**src/rtl/hazard_scoreboard_pkg.sv**
```systemverilog
// Shared encodings and scoreboard layout for hazard_scoreboard.
// HAZARD_FORWARDING_EN selects load-use-only stalls plus forwarding.
package hazard_scoreboard_pkg;

  localparam int SB_ENTRIES = 3;
  localparam int SB_DEST_W  = 5;
  localparam int SB_FLAG_W  = 1;

  localparam int ST_EXE = 0;
  localparam int ST_MEM = 1;
  localparam int ST_WB  = 2;

  typedef logic [1:0] fwd_sel_t;

  localparam fwd_sel_t FWD_REGFILE = 2'b00;
  localparam fwd_sel_t FWD_MEM     = 2'b01;
  localparam fwd_sel_t FWD_WB      = 2'b10;

  // Stages whose plain or load hits stall ID
`ifdef HAZARD_FORWARDING_EN
  localparam logic [SB_ENTRIES-1:0] HIT_MASK  = 3'b000;
  localparam logic [SB_ENTRIES-1:0] LOAD_MASK = 3'b001;
`else
  localparam logic [SB_ENTRIES-1:0] HIT_MASK  = 3'b011;
  localparam logic [SB_ENTRIES-1:0] LOAD_MASK = 3'b000;
`endif

  // hit[0] = EXE producer, hit[1] = MEM producer
  function automatic fwd_sel_t fwd_pick(
    input logic [1:0] hit
  );
    fwd_sel_t sel;
    sel = FWD_REGFILE;
    if (hit[0])
      sel = FWD_MEM;
    else if (hit[1])
      sel = FWD_WB;
    return sel;
  endfunction

endpackage

```
**src/rtl/hazard_scoreboard_sb_match.sv**
```systemverilog
// One source register compared against one scoreboard entry.
// Register 0 never matches.
module sb_match #(
  parameter int W = 5
) (
  input  logic [W-1:0] src,
  input  logic         e_valid,
  input  logic         e_wb_en,
  input  logic         e_load,
  input  logic [W-1:0] e_dest,
  output logic         hit,
  output logic         load_hit
);

  assign hit = e_valid & e_wb_en
             & (src != '0)
             & (e_dest == src);

  assign load_hit = hit & e_load;

endmodule

```
**src/rtl/hazard_scoreboard.sv**
```systemverilog
// EXE/MEM/WB write scoreboard: stall, flush and freeze control.
// HAZARD_FORWARDING_EN adds registered operand-forwarding selects.
module hazard_scoreboard
  import hazard_scoreboard_pkg::*;
#(
  parameter int REG_ADDR_W  = SB_DEST_W,
  parameter int STALL_CNT_W = 16
) (
  input  logic                   clk,
  input  logic                   rst,
  input  logic [REG_ADDR_W-1:0]  id_src1,
  input  logic [REG_ADDR_W-1:0]  id_src2,
  input  logic                   id_two_src,
  input  logic                   id_valid,
  input  logic                   id_wb_en,
  input  logic                   id_mem_r_en,
  input  logic [REG_ADDR_W-1:0]  id_dest,
  input  logic                   branch_taken,
  input  logic                   mem_ready,
  output logic                   hazard_detected,
  output logic                   flush,
  output logic                   freeze,
  output logic [1:0]             fwd_src1_sel,
  output logic [1:0]             fwd_src2_sel,
  output logic [STALL_CNT_W-1:0] stall_count
);

  logic [SB_ENTRIES-1:0] sb_valid;
  logic [SB_ENTRIES-1:0] sb_wb_en;
  logic [SB_ENTRIES-1:0] sb_load;
  logic [SB_ENTRIES-1:0][REG_ADDR_W-1:0] sb_dest;

  logic [SB_ENTRIES-1:0] hit1;
  logic [SB_ENTRIES-1:0] hit2;
  logic [SB_ENTRIES-1:0] ld1;
  logic [SB_ENTRIES-1:0] ld2;
  logic [SB_ENTRIES-1:0] hit2_g;
  logic [SB_ENTRIES-1:0] ld2_g;
  logic [SB_ENTRIES-1:0] stall_vec;

  logic advance;
  logic bubble;

  for (genvar e = 0; e < SB_ENTRIES; e++) begin : g_match
    sb_match #(.W(REG_ADDR_W)) u_m1 (
      .src      (id_src1),
      .e_valid  (sb_valid[e]),
      .e_wb_en  (sb_wb_en[e]),
      .e_load   (sb_load[e]),
      .e_dest   (sb_dest[e]),
      .hit      (hit1[e]),
      .load_hit (ld1[e])
    );
    sb_match #(.W(REG_ADDR_W)) u_m2 (
      .src      (id_src2),
      .e_valid  (sb_valid[e]),
      .e_wb_en  (sb_wb_en[e]),
      .e_load   (sb_load[e]),
      .e_dest   (sb_dest[e]),
      .hit      (hit2[e]),
      .load_hit (ld2[e])
    );
  end

  assign hit2_g = hit2 & {SB_ENTRIES{id_two_src}};
  assign ld2_g  = ld2 & {SB_ENTRIES{id_two_src}};

  // WB hits are masked off: the regfile is write-first
  assign stall_vec = ((hit1 | hit2_g) & HIT_MASK)
                   | ((ld1 | ld2_g) & LOAD_MASK);

  assign flush  = branch_taken;
  assign freeze = ~mem_ready;

  assign hazard_detected = id_valid & ~flush
                         & (|stall_vec);

  assign advance = mem_ready;
  assign bubble  = hazard_detected | flush | ~id_valid;

  always_ff @(posedge clk or negedge rst) begin
    if (!rst) begin
      sb_valid    <= '0;
      sb_wb_en    <= '0;
      sb_load     <= '0;
      sb_dest     <= '0;
      stall_count <= '0;
    end else if (advance) begin
      sb_valid[ST_WB]  <= sb_valid[ST_MEM];
      sb_wb_en[ST_WB]  <= sb_wb_en[ST_MEM];
      sb_load[ST_WB]   <= sb_load[ST_MEM];
      sb_dest[ST_WB]   <= sb_dest[ST_MEM];
      sb_valid[ST_MEM] <= sb_valid[ST_EXE];
      sb_wb_en[ST_MEM] <= sb_wb_en[ST_EXE];
      sb_load[ST_MEM]  <= sb_load[ST_EXE];
      sb_dest[ST_MEM]  <= sb_dest[ST_EXE];
      if (bubble) begin
        sb_valid[ST_EXE] <= 1'b0;
        sb_wb_en[ST_EXE] <= 1'b0;
        sb_load[ST_EXE]  <= 1'b0;
        sb_dest[ST_EXE]  <= '0;
      end else begin
        sb_valid[ST_EXE] <= 1'b1;
        sb_wb_en[ST_EXE] <= id_wb_en;
        sb_load[ST_EXE]  <= id_mem_r_en;
        sb_dest[ST_EXE]  <= id_dest;
      end
      if (hazard_detected && stall_count != '1)
        stall_count <= stall_count + 1'b1;
    end
  end

`ifdef HAZARD_FORWARDING_EN
  fwd_sel_t sel1_q;
  fwd_sel_t sel2_q;

  // Selects travel with the instruction entering EXE
  always_ff @(posedge clk or negedge rst) begin
    if (!rst) begin
      sel1_q <= FWD_REGFILE;
      sel2_q <= FWD_REGFILE;
    end else if (advance) begin
      if (bubble) begin
        sel1_q <= FWD_REGFILE;
        sel2_q <= FWD_REGFILE;
      end else begin
        sel1_q <= fwd_pick(hit1[ST_MEM:ST_EXE]);
        sel2_q <= fwd_pick(hit2_g[ST_MEM:ST_EXE]);
      end
    end
  end

  assign fwd_src1_sel = sel1_q;
  assign fwd_src2_sel = sel2_q;
`else
  assign fwd_src1_sel = FWD_REGFILE;
  assign fwd_src2_sel = FWD_REGFILE;
`endif

endmodule

```
**config.mk**
```make
export PLATFORM = sky130hd
export DESIGN_NAME = hazard_scoreboard
export DESIGN_NICKNAME = d
export VERILOG_FILES = /design/src/rtl/hazard_scoreboard_pkg.sv /design/src/rtl/hazard_scoreboard_sb_match.sv /design/src/rtl/hazard_scoreboard.sv
export SDC_FILE = /design/constraint.sdc
export NUM_CORES = 1
export LEC_CHECK = 0
export BUFFER_PORTS_ARGS = -buffer_cell sky130_fd_sc_hd__buf_2
export CELL_PAD_IN_SITES_DETAIL_PLACEMENT = 0
export CELL_PAD_IN_SITES_GLOBAL_PLACEMENT = 1
export CORE_MARGIN = 2
export CORE_UTILIZATION = 36
export CTS_BUF_LIST = sky130_fd_sc_hd__clkbuf_16
export DETAILED_ROUTE_END_ITERATION = 7
export GPL_TIMING_DRIVEN = 0
export PLACE_DENSITY_LB_ADDON = 0.1
export SLEW_MARGIN = 10
export SYNTH_ARGS = -nofsm -noshare
export SYNTH_HDL_FRONTEND = slang
export SYNTH_SLANG_ARGS = --single-unit
```
**constraint.sdc**
```tcl
create_clock -name clk -period 3.4 [get_ports clk]
set_clock_uncertainty 0.15 [all_clocks]
set_input_delay 1.02 -clock clk [delete_from_list [all_inputs] [get_ports clk]]
set_output_delay 1.02 -clock clk [all_outputs]
set_load 0.05 [all_outputs]
```
# Yosys cells after proc, flatten, opt, wreduce, memory -nomap -nowiden
# Cells that the tools add are included.
[totals] reg_bits=32 latch_bits=0 mem_bits_rw=0 rom_bits=0 inputBits=23 out_inout_bits=23 elab_cells=38 mem_count=0
[op_classes] addsub=1 mul=0 n_div=0 magnitude_cmp=0 n_eq_ne=5 n_shift=0 n_mux=3 bitwise=19 reduce_logical=5
[op_table] op="== test 5 bit" n=4
[op_table] op="adder 16 x 1 -> 16 bit, second input constant" n=1
[op_table] op="inequality test 16 bit, second input constant" n=1
[op_table] op="bitwise AND 1 bit" n=12
[op_table] op="nonzero test 5 bit" n=2
[op_table] op="two-way mux 5 bit" n=1
[op_table] op="inverter 1 bit" n=3
[op_table] op="bitwise AND 2 bit" n=1
[op_table] op="two-way mux 1 bit" n=2
[op_table] op="bitwise OR 1 bit" n=2
[op_table] op="bitwise OR 2 bit" n=1
[op_table] op="AND reduction 2 bit" n=1
[op_table] op="OR reduction 2 bit" n=1
[op_table] op="logical AND 1 bit" n=1

# Longest topological paths before layout
# Gate-level depths: netlist (run 1).
[depth] ltp_word=10 mapped_depth=8 depth_no_buf=7

# By module
# From an unflattened synthesis (run 1), not the netlist that was laid out.
[unflattened] hier_cells=167 area_unflattened_um2=1859.3
[modules_own_cells] module="hazard_scoreboard" instances=1 cells_per_inst=119 area_each_um2=1463.9 seq_area_each_um2=800.8
[modules_own_cells] module="sb_match" instances=4 cells_per_inst=12 area_each_um2=98.8 seq_area_each_um2=0.0

# Worst setup path before layout (run 1)
# Ideal clock, no wire load.
[synth_timing] path_kind="input -> output" startpoint="input id_src2[0]" endpoint="output hazard_detected" arrival_ns=2.455 required_time_ns=2.230 setup_slack_ns=-0.225 cell_stages=6 path_buffers=0 path_cell_list="or4_1 -> o21ai_2 -> nor4_1 -> o211ai_2 -> nand2_1 -> and3b_1"
[synth_via] elab_chain_len=7 elab_cells_between_ends=11 cone_classes="eq/ne: 2; bitwise: 7; reduce/logical: 2"
[synth_rtl] element="start: declaration" line_no="hazard_scoreboard.sv:12" source="input logic [REG_ADDR_W-1:0] id_src2,"
[synth_rtl] element="nonzero test 5 bit"
[synth_rtl] element="bitwise AND 1 bit" line_no="hazard_scoreboard_sb_match.sv:16" source="& (src != '0)"
[synth_rtl] element="bitwise AND 1 bit" line_no="hazard_scoreboard_sb_match.sv:17" source="& (e_dest == src);"
[synth_rtl] element="bitwise AND 2 bit *" line_no="hazard_scoreboard.sv:65" source="assign hit2_g = hit2 & {SB_ENTRIES{id_two_src}};"
[synth_rtl] element="bitwise OR 2 bit *" line_no="hazard_scoreboard.sv:69" source="assign stall_vec = ((hit1 | hit2_g) & HIT_MASK)"
[synth_rtl] element="OR reduction 2 bit *" line_no="hazard_scoreboard.sv:76" source="& (|stall_vec);"
[synth_rtl] element="bitwise AND 1 bit *" line_no="hazard_scoreboard.sv:76"
[synth_rtl] element="end: declaration" line_no="hazard_scoreboard.sv:20" source="output logic hazard_detected,"
# Every way passes the cells marked *; elsewhere a longest branch is shown, timed or not.

# Worst setup path in the final report (run 1)
[layout_timing] startpoint="input id_src2[4]" endpoint="output hazard_detected"
# Same word-level chain as after synthesis.

==> impl_metrics.py, run 1 <==
metrics = {
    "yosys": {
        "synthAdderAreaFrac": 0.00779,
        "synth.ff_latch_count": 30,
        "synth_enable_flop_cells": 0,
        "synth-compound-area-share": 0.0740,
        "synth_largest_type_area_fraction": 0.468,
        "synthDominantAreaCellType": "sky130_fd_sc_hd__dfrtp_1",
        "ys_warn_count": 0,
        "leading_cell_type_by_number_of_instances_after_synthesis": "sky130_fd_sc_hd__dfrtp_1",
        "netlist-cell-type-count": 32,
        "largest_family_of_logic_cells_by_synthesized_area": "XOR/XNOR gates",
        "post_synth_top_cells": "30 x sky130_fd_sc_hd__dfrtp_1, 22 x sky130_fd_sc_hd__xnor2_1, 13 x sky130_fd_sc_hd__xor2_1",
        "synth_area_leaders": "sky130_fd_sc_hd__dfrtp_1 47%, sky130_fd_sc_hd__xnor2_1 12%, sky130_fd_sc_hd__xor2_1 7.1%, sky130_fd_sc_hd__mux2_2 4.9%, sky130_fd_sc_hd__and3_1 3.5%",
        "ys.flop_type": "sky130_fd_sc_hd__dfrtp_1",
        "postSynthAreaPerCell_sq_um": 11.9,
        "synth_area_in_xor_xnor": 0.191,
        "syn-cell-area_sq_mm": 0.00161,
        "synth-async-reset-ratio": 1.00,
        "yosys-mux-area-fraction": 0.0561,
        "synth.yosys.seq_area_share": 0.468,
        "syn_inst": 135,
        "synth_simple_gate_area_frac": 0.166,
    },
    "setup_path": {
        "setup.worst_path.class": "primary input to output port",
        "timing.critical_path.slowest_cell_delay_ns": 0.53,
        "path_cells": "buf_8, or4_4, o21ai_4, nor4_4, o211ai_2, nand2_2, and3b_2, buf_8",
        "critical_path_buf_inv_count": 2,
        "arrival_ns": 2.57,
        "crit_path_end_kind": "output port",
        "regToRegStartpoint": "sb_dest[3]$_DFFE_PN0P_",
        "reg2regPathDepth": 9,
        "critPathMaxFanout": 2,
        "crit_required_ns": 2.23,
        "crit_family": "simple AND/OR/NAND/NOR gates",
        "crit_path_frequent_cell": "sky130_fd_sc_hd__buf_8",
        "crit_slowest_cell": "sky130_fd_sc_hd__or4_4",
        "worst_setup_path_start_kind": "primary input",
        "r2r_end": "stall_count[12]$_DFFE_PN0P_",
        "reg2reg_setup_slack_ns": 1.06,
    },
    "detailed_routing": {
        "met3WireLength_um": 152,
        "wl_met1_um": 1410,
        "drt_pre_antenna_iters": 4,
        "drc": 0,
        "post_drt_wl_per_cell_um": 14.2,
        "drtAntennaViolNets": 0,
        "met2RoutedLength_um": 1750,
        "drt_wl_total_um": 3400,
        "vias_per_cell": 4.96,
        "num_vias": 1186,
        "routed.top_layer": "met4",
        "detail_route.iter0.violations": 28,
    },
    "die": {
        "row_count": 24,
        "core_box_area_sq_mm": 0.00432,
        "die_h_um": 70.8,
        "dieArea_sq_mm": 0.00501,
        "floorplan.io_pins": 46,
        "initial_utilization": 0.371,
        "die-width_um": 70.8,
    },
    "finish": {
        "post_layout_nonfiller_instances": 239,
        "nNetsFinal": 211,
        "design_area_sq_mm": 0.00209,
        "post_route_cells_drive_above_1_share": 0.406,
        "utilization": 0.484,
        "area_growth_syn_to_layout_pct": 30.5,
        "diodes": 0,
    },
    "timing": {
        "fmaxAchievable_mhz": 267,
        "worst-slew-pin-transition_ns": 0.671,
        "rsz0062_at_grt": "yes",
        "setup_viol": 1,
        "timing.final.ws_setup_ns": -0.341,
        "timing.final.max_slew_violations": 0,
        "max-slew-margin-rel": 0.553,
        "finalHoldViolCount": 0,
        "worst_hold_slack_after_final_layout_ns": 0.332,
        "min_period_ns": 3.74,
        "min_period_over_period": 1.10,
    },
    "outcome": {
        "violated_checks": "setup timing",
        "run_status": "finished with violations",
    },
    "run": {
        "max_cap_viol_count": 0,
    },
    "global_route": {
        "global_route.usage.total": 0.151,
        "first_global_vias": 1281,
        "globalRoute.totalOverflow": 0,
        "grt_antenna_before_repair": 0,
        "grt_pass1_wl_um": 5940,
        "grt_start_max_net_pins": 31,
    },
    "placed_design": {
        "last_weighted_congestion_value_of_the_routability_driven_placer": 0.816,
        "place_area_sq_mm": 0.00188,
        "io_buffers": 39,
        "cell_count_after_placement": 229,
        "hpwl_um": 2610,
        "place_ws_ns": -0.476,
    },
    "min_path": {
        "capture_endpoint_of_the_worst_hold_path": "stall_count[5]$_DFFE_PN0P_",
        "holdCritStartpoint": "stall_count[5]$_DFFE_PN0P_",
        "worstHoldPathType": "flop to flop",
        "min_path_cells": 1,
    },
    "pwr": {
        "peak_supply_drop_mv": 0.256,
        "p_leak_nw": 1.08,
        "power-per-cell-area_mw_per_mm2": 418,
    },
    "clocking": {
        "cts_tree": "done",
        "path_clk_slew_ns": 0.05,
        "master_cell_of_the_clock_root_buffer": "sky130_fd_sc_hd__clkbuf_16",
        "tritoncts_num_sinks": 30,
        "tritoncts.num_buffers": 5,
        "cts_hold_buf": 0,
        "clkLatencyLatePin_ns": 0.27,
        "clockBufferDepth": 2,
        "cts-htree-levels": 2,
    },
}
[timing repair]
action                                  4_1_cts  5_1_grt
pin swaps                                     7        3
gates resized for setup                      13        0
endpoints found under the setup margin        1        1
endpoints found under the hold margin         0        0
setup buffers                                 3        0
[cells by family (layout without fill, tap and decap cells)]
family                     Yosys count  after routing
AOI/OAI and AO/OA                   12             12
xor gates and xnor gates            35             35
adders and majority gates            1              1
buffers and inverters                8             57
DFF                                 30             30
muxes                                8              8
other                                1              4
and+or+nand+nor                     40             40
[report_power, final]
part	internal, mW	switching [mW]	total [mW]	leakage, nW
clock	0.260	0.131	0.390	0.0723
sequential	0.370	0.0136	0.384	0.412
combinational	0.0451	0.0561	0.101	0.597
total	0.675	0.200	0.875	1.08
[sequential cells by signal (all words and copies together), names as in the netlist]
signal	flops
sb_valid	2
sb_wb_en	2
stall_count	16
sb_dest	10
[metal layers]
metal	track usage	vias up
met4	0.0860	0
li1	-	572
met2	0.264	31
met3	0.0328	10
met5	0	-
met1	0.168	573
[cell type report]
cell class | instances | area (sq um)
buffer | 7 | 52.6
clock buffer | 5 | 125
clock inverter | 2 | 7.51
fill | 412 | 2230
inverter | 1 | 3.75
multi-input combinational | 100 | 846
sequential | 30 | 751
tap | 52 | 65.1
timing repair buffer | 42 | 244
[worst max-delay path by stage]
stage / startpoint / slack (ns) / to / cells past startpoint
5_1_grt: id_src2[4] / -0.38 / hazard_detected / 8
4_1_cts: id_src2[4] / -0.38 / hazard_detected / 8
2_1_floorplan: id_src2[0] / -0.16 / hazard_detected / 6
3_3_place_gp: id_src2[0] / -0.46 / hazard_detected / 8
6_report: id_src2[4] / -0.34 / hazard_detected / 8
3_5_place_dp: id_src2[0] / -0.48 / hazard_detected / 8
[stage by stage]
stage	TNS, ns	power [mW]
2_1_floorplan	-0.162	0.447
3_3_place_gp	-0.463	0.480
3_5_place_dp	-0.476	0.483
5_1_grt	-0.385	0.923
6_report	-0.341	0.875
4_1_cts	-0.383	0.890
[cells in the final DEF, fill, tap and decap left out, types with 2 or more instances in the layout]
| cell | n |
|---|---|
| sky130_fd_sc_hd__and3_1 | 9 |
| sky130_fd_sc_hd__a22o_1 | 6 |
| sky130_fd_sc_hd__nand4_1 | 3 |
| sky130_fd_sc_hd__inv_1 | 2 |
| sky130_fd_sc_hd__buf_4 | 8 |
| sky130_fd_sc_hd__conb_1 | 4 |
| sky130_fd_sc_hd__xnor2_1 | 22 |
| sky130_fd_sc_hd__nand3_1 | 3 |
| sky130_fd_sc_hd__nand3_2 | 4 |
| sky130_fd_sc_hd__buf_2 | 36 |
| sky130_fd_sc_hd__mux2_2 | 7 |
| sky130_fd_sc_hd__clkbuf_16 | 5 |
| sky130_fd_sc_hd__dfrtp_1 | 30 |
| sky130_fd_sc_hd__and4_1 | 3 |
| sky130_fd_sc_hd__xor2_1 | 13 |
| sky130_fd_sc_hd__nor3_1 | 3 |
| sky130_fd_sc_hd__o211ai_2 | 2 |
| sky130_fd_sc_hd__buf_8 | 2 |
| sky130_fd_sc_hd__nand2_1 | 4 |
| sky130_fd_sc_hd__and2_1 | 2 |
| sky130_fd_sc_hd__buf_6 | 2 |
(Power assumes the default switching activity.)
==> inputs of run 2 (changes only) <==
--- a/config.mk
+++ b/config.mk
@@ -8,10 +8,12 @@
 export BUFFER_PORTS_ARGS = -buffer_cell sky130_fd_sc_hd__buf_2
 export CELL_PAD_IN_SITES_DETAIL_PLACEMENT = 0
 export CELL_PAD_IN_SITES_GLOBAL_PLACEMENT = 1
+export CORE_ASPECT_RATIO = 1.5
 export CORE_MARGIN = 2
 export CORE_UTILIZATION = 36
 export CTS_BUF_LIST = sky130_fd_sc_hd__clkbuf_16
 export DETAILED_ROUTE_END_ITERATION = 7
+export GPL_ROUTABILITY_DRIVEN = 0
 export GPL_TIMING_DRIVEN = 0
 export PLACE_DENSITY_LB_ADDON = 0.1
 export SLEW_MARGIN = 10
==> run 2 against run 1 <==
- the flow still finishes with violations (setup timing)
- largest power group unchanged
- worst hold slack better by 0.0030 ns
- die area up 0.23%
- global-route usage up 1.7 points
- largest cell class unchanged
- register-to-register slack worse by 0.16 ns
==> impl_metrics.py, run 2 (synthesis gave the netlist of run 1 again) <==
metrics = {
    "timing": {
        "min_period_ns": 3.72,
        "setup_viol": 1,
        "timing.final.ws_setup_ns": -0.319,
        "setup_total_negative_slack_ns": -0.319,
        "fmaxAchievable_mhz": 269,
        "rsz0062_at_grt": "yes",
        "timing.final.max_slew_violations": 0,
        "finalHoldViolCount": 0,
        "worst_hold_slack_after_final_layout_ns": 0.335,
        "min_period_over_period": 1.09,
        "worst-slew-pin-transition_ns": 0.675,
        "max-slew-margin-rel": 0.550,
    },
    "clocking": {
        "path_clk_slew_ns": 0.05,
        "cts_hold_buf": 0,
        "clockBufferDepth": 2,
        "cts_tree": "done",
        "tritoncts.num_buffers": 5,
        "tritoncts_num_sinks": 30,
        "clkLatencyLatePin_ns": 0.27,
        "cts-htree-levels": 2,
        "master_cell_of_the_clock_root_buffer": "sky130_fd_sc_hd__clkbuf_16",
    },
    "die": {
        "die_h_um": 85.8,
        "die-width_um": 58.5,
        "row_count": 29,
        "floorplan.io_pins": 46,
        "initial_utilization": 0.378,
        "core_box_area_sq_mm": 0.00425,
        "dieArea_sq_mm": 0.00502,
    },
    "min_path": {
        "worstHoldPathType": "flop to flop",
    },
    "finish": {
        "area_growth_syn_to_layout_pct": 31.8,
        "largest_register": "stall_count",
        "final_cell_mix": "36 x sky130_fd_sc_hd__buf_2, 30 x sky130_fd_sc_hd__dfrtp_1, 22 x sky130_fd_sc_hd__xnor2_1",
        "nNetsFinal": 213,
        "fillers": 403,
        "post_route_cells_drive_above_1_share": 0.416,
        "post_layout_nonfiller_instances": 236,
        "largest_reg_flops": 16,
        "utilization": 0.498,
        "diodes": 0,
        "layout_top_registers": "stall_count x16, sb_dest x10",
        "mostFrequentLayoutCell": "sky130_fd_sc_hd__buf_2",
    },
    "detailed_routing": {
        "num_vias": 1231,
        "drt_pre_antenna_iters": 4,
        "detail_route.iter0.violations": 35,
        "post_drt_wl_per_cell_um": 15.6,
        "drt_wl_total_um": 3690,
        "vias_per_cell": 5.22,
        "drtAntennaViolNets": 0,
        "drc": 0,
    },
    "pwr": {
        "p_leak_nw": 1.09,
        "peak_supply_drop_mv": 0.333,
        "power-per-cell-area_mw_per_mm2": 425,
        "post-layout-total-power_uw": 899,
    },
    "outcome": {
        "violated_checks": "setup timing",
        "run_status": "finished with violations",
    },
    "setup_path": {
        "crit_required_ns": 2.23,
        "crit_path_end_kind": "output port",
        "setup.worst_path.class": "primary input to output port",
        "critPathMaxFanout": 2,
        "arrival_ns": 2.55,
        "worst_setup_path_start_kind": "primary input",
    },
    "global_route": {
        "first_global_vias": 1348,
        "global_route.usage.total": 0.167,
        "grt_pass1_wl_um": 6300,
        "globalRoute.totalOverflow": 0,
        "grt_antenna_before_repair": 0,
        "grt_start_max_net_pins": 31,
    },
    "placed_design": {
        "io_buffers": 39,
        "cell_count_after_placement": 223,
        "hpwl_um": 2740,
    },
    "run": {
        "max_cap_viol_count": 0,
    },
}
run 2: cell types whose count changed in the layout (fill, tap and decap cells not counted):
| cell | before | now |
|---|---|---|
| sky130_fd_sc_hd__inv_1 | 2 | 1 |
| sky130_fd_sc_hd__clkinv_2 | 0 | 1 |
| sky130_fd_sc_hd__nor4_2 | 1 | 0 |
| sky130_fd_sc_hd__buf_4 | 8 | 10 |
| sky130_fd_sc_hd__clkinv_1 | 1 | 2 |
| sky130_fd_sc_hd__nor4_4 | 1 | 2 |
run 2: path summary, 6_finish.rpt:
path                       depth (start not counted)                         from                          end  slack (ns)
setup / recovery                                   8                   id_src2[4]              hazard_detected       -0.32
hold / removal                                     1  stall_count[15]$_DFFE_PN0P_  stall_count[15]$_DFFE_PN0P_        0.34
setup reg to reg                                  10       sb_dest[8]$_DFFE_PN0P_  stall_count[12]$_DFFE_PN0P_        0.90
hold reg to reg                                    1  stall_count[15]$_DFFE_PN0P_  stall_count[15]$_DFFE_PN0P_        0.34
max in group asynchronous                          1                          rst   stall_count[5]$_DFFE_PN0P_        2.02
min in group asynchronous                          1                          rst      sb_wb_en[0]$_DFFE_PN0P_        0.64
run 2: cell type report:
| type | count | area, sq um | area share |
|---|---|---|---|
| Clock inverter | 3 | 12.5 | 0.00591 |
| Tap cell | 46 | 57.6 | 0.0272 |
| Sequential cell | 30 | 751 | 0.355 |
| Multi-Input combinational cell | 100 | 855 | 0.404 |
| Inverter | 1 | 3.75 | 0.00177 |
| Clock buffer | 5 | 125 | 0.0591 |
| Timing Repair Buffer | 44 | 259 | 0.122 |
| Buffer | 7 | 52.6 | 0.0248 |
run 2: per-layer routing:
| layer | GRT usage | vias up | part of all wire |
|---|---|---|---|
| met5 | 0 | - | 0 |
| met2 | 0.298 | 41 | 0.54 |
| met3 | 0.0332 | 11 | 0.049 |
| li1 | - | 575 | - |
| met4 | 0.0930 | 0 | 0.036 |
| met1 | 0.178 | 604 | 0.37 |
run 2: metrics by stage:
stage                     area, sq um  setup WS [ns]
after global placement           1870         -0.462
after floorplan                  1620         -0.162
after global routing             2120         -0.395
after detailed placement         1870         -0.462
after CTS                        2110         -0.350
final                            2120         -0.319
run 2: timing repair:
action                                  in CTS  in global routing
gates cloned                                 0                  0
endpoints found under the hold margin        0                  0
buffers inserted                             4                  1
endpoints found under the setup margin       1                  1
pin swaps                                    8                  3
resized for setup                           14                  0
run 2: power by group:
group	switching (mW)	total (mW)	internal (mW)
Combinational	0.0594	0.105	0.0457
Sequential	0.0136	0.383	0.370
Clock	0.146	0.410	0.264
run 2: worst max-delay path, stage by stage:
cell	delay, ns
sky130_fd_sc_hd__buf_8	0.09
sky130_fd_sc_hd__or4_4	0.54
sky130_fd_sc_hd__o21ai_4	0.21
sky130_fd_sc_hd__nor4_4	0.06
sky130_fd_sc_hd__o211ai_2	0.20
sky130_fd_sc_hd__nand2_2	0.07
sky130_fd_sc_hd__and3b_2	0.21
sky130_fd_sc_hd__buf_8	0.15
